## src/rtl/fifo_ctrl_pkg.sv

```systemverilog
// fifo_ctrl_pkg: shared FIFO controller constants and the pointer type.
// Holds the default array address width, the pointer width (address plus wrap bit),
// the array depth and the pointer typedef.
package fifo_ctrl_pkg;
  localparam int ADDR_W = 9;
  localparam int PTR_W = ADDR_W + 1;
  localparam int DEPTH = 1 << ADDR_W;
  typedef logic [PTR_W-1:0] ptr_t;
endpackage

```

## src/rtl/fifo_ptr.sv

```systemverilog
// fifo_ptr: wrapping pointer counter with async reset, sync clear and increment enable.
// Ports: clk, rst (async, active-high), clr (sync clear to 0), inc (advance by one),
// ptr (W-bit pointer, wraps naturally at 2^W).
module fifo_ptr
  import fifo_ctrl_pkg::*;
#(
  parameter int W = PTR_W
) (
  input  logic         clk,
  input  logic         rst,
  input  logic         clr,
  input  logic         inc,
  output logic [W-1:0] ptr
);
  logic [W-1:0] r_ptr;
  always_ff @(posedge clk or posedge rst)
    if (rst) r_ptr <= '0;
    else     r_ptr <= clr ? '0 : r_ptr + W'(inc);
  assign ptr = r_ptr;
endmodule

```

## src/rtl/fifo_ctrl.sv

```systemverilog
// fifo_ctrl: pointer and status controller for the 512 x 32 FIFO array.
// Ports: clk, rst (async, active-high), wr/rd requests, flush (sync clear);
// fifo_we/fifo_rd array enables, wptr/rptr (wrap bit + address), fifo_count,
// full/empty, almost_full/almost_empty, overflow/underflow error flags, rd_valid.
// Macro FIFO_CTRL_STICKY_ERR_EN: when defined, overflow/underflow hold until flush or
// rst; otherwise each is a one-cycle pulse in the cycle after the event.
module fifo_ctrl #(
  parameter int          ADDR_W   = fifo_ctrl_pkg::ADDR_W,
  parameter int unsigned AF_LEVEL = 480,
  parameter int unsigned AE_LEVEL = 32
) (
  input  logic            clk,
  input  logic            rst,
  input  logic            wr,
  input  logic            rd,
  input  logic            flush,
  output logic            fifo_we,
  output logic            fifo_rd,
  output logic [ADDR_W:0] wptr,
  output logic [ADDR_W:0] rptr,
  output logic            fifo_full,
  output logic            fifo_empty,
  output logic            fifo_almost_full,
  output logic            fifo_almost_empty,
  output logic            fifo_overflow,
  output logic            fifo_underflow,
  output logic [ADDR_W:0] fifo_count,
  output logic            rd_valid
);
  logic w_ovf_ev, w_udf_ev;
  logic r_ovf, r_udf, r_rd_valid;

  fifo_ptr #(.W(ADDR_W + 1)) u_wptr (.clk(clk), .rst(rst), .clr(flush), .inc(fifo_we), .ptr(wptr));
  fifo_ptr #(.W(ADDR_W + 1)) u_rptr (.clk(clk), .rst(rst), .clr(flush), .inc(fifo_rd), .ptr(rptr));

  // Full when the wrap bits differ but the array addresses coincide.
  assign fifo_empty = wptr == rptr;
  assign fifo_full = (wptr[ADDR_W] != rptr[ADDR_W]) && (wptr[ADDR_W-1:0] == rptr[ADDR_W-1:0]);
  assign fifo_count = wptr - rptr;
  assign fifo_almost_full = 32'(fifo_count) >= AF_LEVEL;
  assign fifo_almost_empty = 32'(fifo_count) <= AE_LEVEL;
  assign fifo_we = wr & ~fifo_full & ~flush;
  assign fifo_rd = rd & ~fifo_empty & ~flush;
  assign w_ovf_ev = wr & fifo_full & ~flush;
  assign w_udf_ev = rd & fifo_empty & ~flush;

  // Events already exclude flush, so the pulse form clears on flush without extra logic.
  always_ff @(posedge clk or posedge rst)
    if (rst) begin
      r_ovf <= 1'b0;
      r_udf <= 1'b0;
      r_rd_valid <= 1'b0;
    end else begin
`ifdef FIFO_CTRL_STICKY_ERR_EN
      r_ovf <= ~flush & (r_ovf | w_ovf_ev);
      r_udf <= ~flush & (r_udf | w_udf_ev);
`else
      r_ovf <= w_ovf_ev;
      r_udf <= w_udf_ev;
`endif
      r_rd_valid <= fifo_rd;
    end

  assign fifo_overflow = r_ovf;
  assign fifo_underflow = r_udf;
  assign rd_valid = r_rd_valid;
endmodule

```

## config.mk

```make
export PLATFORM = sky130hd
export DESIGN_NAME = fifo_ctrl
export DESIGN_NICKNAME = d
export VERILOG_FILES = /design/src/rtl/fifo_ctrl_pkg.sv /design/src/rtl/fifo_ptr.sv /design/src/rtl/fifo_ctrl.sv
export SDC_FILE = /design/constraint.sdc
export NUM_CORES = 1
export LEC_CHECK = 0
export BUFFER_PORTS_ARGS = -buffer_cell sky130_fd_sc_hd__buf_2
export CAP_MARGIN = 5
export CORE_ASPECT_RATIO = 2
export CORE_UTILIZATION = 50
export DETAILED_ROUTE_END_ITERATION = 8
export HOLD_SLACK_MARGIN = 0.12
export PLACE_DENSITY = 0.78
export SETUP_SLACK_MARGIN = 0.1
export SLEW_MARGIN = 40
export SYNTH_ARGS = -nofsm -noshare
export SYNTH_HDL_FRONTEND = slang
export SYNTH_SLANG_ARGS = --single-unit
```

## constraint.sdc

```tcl
create_clock -name clk -period 2.7 [get_ports clk]
set_clock_uncertainty 0.05 [all_clocks]
set_input_delay 0.405 -clock clk [delete_from_list [all_inputs] [get_ports clk]]
set_output_delay 0.405 -clock clk [all_outputs]
set_load 0.01 [all_outputs]
```

## Word level (Yosys, flattened, before mapping)

Index checks and enable logic that the tools add are counted.

| storage, ports and cells | value |
|---|---|
| bits of input ports | 5 |
| register bits | 23 |
| output and inout bits | 39 |

| cells by class | value |
|---|---|
| magnitude comparators | 2 |
| reduce and logical (&&, ||, !) cells | 1 |
| equality and inequality tests | 3 |
| bitwise logic cells | 11 |
| multiplexer cells | 2 |
| $add $sub $neg | 3 |

Operators by type and width:

| operator | number |
|---|---|
| adder 10 x 1 -> 10 bit | 2 |
| 2-to-1 mux 10 bit | 2 |
| == test 10 bit | 1 |
| greater-or-equal comparator 10 x 9 -> 1 bit, second input constant | 1 |
| less-or-equal comparator 10 x 6 -> 1 bit, second input constant | 1 |
| subtractor 10 bit | 1 |
| == test 9 bit | 1 |
| AND 1 bit | 8 |
| inverter 1 bit | 3 |
| logical AND 1 bit | 1 |
| != test 1 bit | 1 |

## Longest topological paths before layout

| logic depth | value |
|---|---|
| depth in word-level cells | 7 |
| gate-level depth with buffers | 11 |
| mapped depth without buffers | 11 |

## Modules after synthesis

Synthesis repeated with hierarchy kept, for this count alone.

| second synthesis, totals | value |
|---|---|
| cells, all modules | 173 |
| area, all modules | 1,626.6 um^2 |

By module, submodules not included:

| module | cells an instance | seq. area each (um^2) | times used | area an instance (um^2) |
|---|---|---|---|---|
| fifo_ptr | 48 | 250.2 | 2 | 498.0 |
| fifo_ctrl | 77 | 75.1 | 1 | 630.6 |

## Worst setup path after synthesis

No wires, ideal clock.

| path | value |
|---|---|
| kind | register to output |
| start | register u_wptr.r_ptr[0] (netlist: u_wptr.ptr[0]) |
| end | output fifo_almost_full |
| arrival | 2.310 ns |
| setup slack | -0.065 ns |
| cell stages (with the launch flop) | 10 |
| path buffers | 0 |
| data required time | 2.245 ns |
| cells stage by stage | dfrtp_1 -> inv_1 -> ha_1 -> fa_1 -> nand2b_1 -> a21oi_1 -> a21o_1 -> a21oi_1 -> xnor2_1 -> a41o_1 |

| between the ends | value |
|---|---|
| longest elaborated chain between the ends | 2 |

RTL lines:

| element | RTL line | source |
|---|---|---|
| start, declared | fifo_ptr.sv:15 | `logic [W-1:0] r_ptr;` |
| start signal, assigned | fifo_ptr.sv:18 | `else r_ptr <= clr ? '0 : r_ptr + W'(inc);` |
| subtractor 10 bit | fifo_ctrl.sv:39 | `assign fifo_count = wptr - rptr;` |
| via fifo_count[6] | fifo_ctrl.sv:27 | `output logic [ADDR_W:0] fifo_count,` |
| greater-or-equal comparator 10 x 9 -> 1 bit | fifo_ctrl.sv:40 | `assign fifo_almost_full = 32'(fifo_count) >= AF_LEVEL;` |
| end, declared | fifo_ctrl.sv:23 | `output logic fifo_almost_full,` |

The timed path passes the listed nets, and every way through them passes these cells.

## Worst setup path in the final report

| path | value |
|---|---|
| start | register u_wptr.r_ptr[1] (netlist: u_wptr.ptr[1]) |
| end | output fifo_almost_empty |

| between the ends | value |
|---|---|
| longest elaborated chain between the ends | 2 |

RTL lines:

| element | RTL line | source |
|---|---|---|
| subtractor 10 bit | fifo_ctrl.sv:39 |  |
| less-or-equal comparator 10 x 6 -> 1 bit | fifo_ctrl.sv:41 | `assign fifo_almost_empty = 32'(fifo_count) <= AE_LEVEL;` |
| end, declared | fifo_ctrl.sv:24 | `output logic fifo_almost_empty,` |

Every way passes these cells.

==> impl_metrics.json <==
{
  "synth-seq-cells": 23,
  "tightest_slew_ns": 0.538,
  "vias_per_cell": 6.09,
  "n_fill_cell": 173,
  "root_buffer": "clkbuf_8",
  "critPathSlowestCell": "o41a_1",
  "endpoint_kind": "primary output",
  "vdd_drop_max_uv": 321,
  "gp_congestion": 0.826,
  "cts-buffers-inserted": 3,
  "pwr-share-seq_pct": 45.2,
  "remaining_drc_errors": 0,
  "syn_area_sq_um": 1540,
  "die_w_um": 41.2,
  "fp-row-count": 28,
  "die_h_um": 80.4,
  "grt_max_degree": 25,
  "cp-start-kind": "flip-flop",
  "avgRoutedWirePerCell_um": 19.3,
  "netlist.area_leader.share_pct": 37.5,
  "comb_power_share_pct": 27.2,
  "h-tree-depth": 1,
  "critical_path_peak_fanout": 3,
  "areaGrowthSynthToFinish_pct": 54.7,
  "utilization_pct": 80.7,
  "setup_viol": 3,
  "place_area_sq_um": 1870,
  "syn_nets": 181,
  "track_usage_pct": 28.4,
  "firstDrtPassIters": 6,
  "max_cap_violations": 0,
  "synth_cell_types": 35,
  "intPower_uw": 562,
  "grt_pass1_vias": 1505,
  "max_stage_delay_ns": 0.44,
  "grt_remaining_overflow": 0,
  "hp-class": "primary input to asynchronous set/reset pin",
  "final_antenna_net_count": 0,
  "synth_edf_count": 0,
  "dpl.hpwl_um": 3000,
  "power-per-cell-area_nw_per_um2": 328,
  "layout.nets": 257,
  "vias": 1625,
  "relSlewSlack_pct": 64.1,
  "violations": "negative setup slack",
  "first_iter_violations": 56,
  "io_buffers": 43,
  "num_antenna_cells": 0,
  "syn_avg_cell_area_sq_um": 9.48,
  "crit_buf_inv": 1,
  "die_area_sq_um": 3310,
  "pwr-share-clk_pct": 27.6,
  "antenna_found_initial": 0,
  "clkLatencyLatePin_ns": 0.27,
  "critPathKind": "flip-flop to primary output",
  "path_delay_family": "compound AO/OA/AOI/OAI gates",
  "switchingPower_uw": 217,
  "path_cells": "ha_1 -> nor2b_4 -> o21a_1 -> nor2_1 -> xnor2_1 -> o41a_1 -> nor4b_4 -> buf_2",
  "finalWorstSetupSlack_ns": -0.233,
  "swShare_pct": 27.9,
  "path_clk_slew_ns": 0.09,
  "layout_min_cycle_time_ns": 2.93,
  "synth.yosys.warnings": 0,
  "required_ns": 2.25,
  "cts_tree": "done",
  "hold_viol": 0,
  "period_share_pct": 109,
  "async_flop_share_pct": 100,
  "multiInputGateArea_sq_um": 1190,
  "finalPower_uw": 779,
  "grt_setup_unrepaired": "yes",
  "hold_ws_ns": 0.0972,
  "grt_pass1_wl_um": 6540,
  "initial_core_util_pct": 52.2,
  "status": "complete, but fails checks",
  "finalWirelength_um": 5160,
  "synth-main-ff-cell": "dfrtp_1",
  "synth_largest_area_cell": "dfrtp_1",
  "core_area_sq_um": 2940,
  "io_pins": 44,
  "yosys-top-cells-area": "dfrtp_1 (37%), ha_1 (11%), xnor2_1 (7.4%)",
  "netlist_instances": 162,
  "drive_gt1_share_pct": 51.1,
  "yosysMostFrequentCell": "dfrtp_1",
  "slew_viol_final": 0,
  "synth_commonest_cells": "dfrtp_1 (23), nor2_1 (22), inv_1 (14), nand3_1 (14)",
  "cts_max_path_buffers": 2,
  "register_area_sq_um": 576,
  "cp_data_arrival_time_ns": 2.48,
  "cts_sinks": 23,
  "fin_area_sq_um": 2370,
  "p_leak_uw": 0.00122,
  "yosysSeqAreaShare_pct": 37.5,
  "fmax_mhz": 341
}
[power groups by stage]
stage / logic, uW / clock network (uW) / registers, uW
final: 212 / 215 / 352
after global routing: 228 / 233 / 352
after CTS: 179 / 213 / 351
after detailed placement: 144 / 0 / 359
after global placement: 139 / 0 / 359
after floorplan: 92.3 / 0 / 362
[stage by stage]
step                std cells  TNS, ns  setup slack (ns)
global placement          241        0            0.0690
CTS                       258   -0.307            -0.220
floorplan                 162        0             0.120
detailed placement        241  -0.0170           -0.0170
finish                    267   -0.411            -0.233
global route              267   -0.860            -0.318
[routing by layer]
| metal | wire (um) | global-route usage [%] | up-vias |
|---|---|---|---|
| met2 | 2850 | 51.2 | 76 |
| met3 | 215 | 2.49 | 30 |
| met1 | 1760 | 29.7 | 809 |
| met4 | 342 | 13.5 | 0 |
| met5 | 0 | 0 | - |
| li1 | - | - | 710 |
[sequential cells by signal (all words and copies together), names as in the netlist]
| register | cells |
|---|---|
| u_rptr.ptr | 10 |
| u_wptr.ptr | 10 |
| fifo_overflow | 1 |
| fifo_underflow | 1 |
| rd_valid | 1 |
[kinds of logic (layout without fill, tap and decap cells)]
logic type               Yosys count  in the layout  share of synthesized area [%]
buffers and inverters             16             91                           3.91
XOR/XNOR                          23             23                           13.6
AO/OA/AOI/OAI                     19             19                           9.13
adder cells (fa/ha/maj)           14             14                           11.9
AND/OR/NAND/NOR                   67             67                           24.0
flip-flops                        23             23                           37.5
[area by class of cell]
cell class	count	share of cell area [%]
Multi-Input combinational cell	123	50.3
Sequential cell	23	24.2
Timing Repair Buffer	73	19.8
Inverter	14	2.21
Clock buffer	4	1.90
Tap cell	30	1.58
[repair_timing]
action                                  4_1_cts  5_1_grt
gates resized for setup                      28       31
cloned                                        0        0
endpoints found under the setup margin       18       19
setup buffers                                13        9
hold buffers                                  0        0
pin swaps                                    15       23
[worst register-to-register path: cells and delay by family (launching register included)]
kind / cells / cell delay [ns]
flops: 1 / 0.43
fa+ha+maj: 2 / 0.56
simple gates: 7 / 1.12
xor+xnor: 1 / 0.15
buf+inv: 1 / 0.10
[path summary, 6_finish.rpt]
path,cells after the start,slack (ns),to,from
hold / removal,2,0.1,u_rptr.ptr[1],rst
setup / recovery,8,-0.23,fifo_almost_empty,u_wptr.ptr[1]
max in group asynchronous,2,2.15,u_rptr.ptr[9],rst
hold reg to reg,2,0.57,u_rptr.ptr[9],u_rptr.ptr[9]
min in group clk,2,0.35,fifo_overflow,wr
setup reg to reg,11,0.15,u_wptr.ptr[5],u_wptr.ptr[5]
[cells in the final DEF, fill, tap and decap left out, types with 4 or more instances in the layout]
master,instances
and3_1,4
nand3_1,13
inv_1,8
xnor2_1,11
buf_6,6
nor2b_1,4
dfrtp_1,23
buf_4,27
buf_2,40
inv_2,6
xor2_1,7
ha_4,7
ha_2,4
nor2_1,21
No activity file was read; power rests on OpenSTA's default activity.
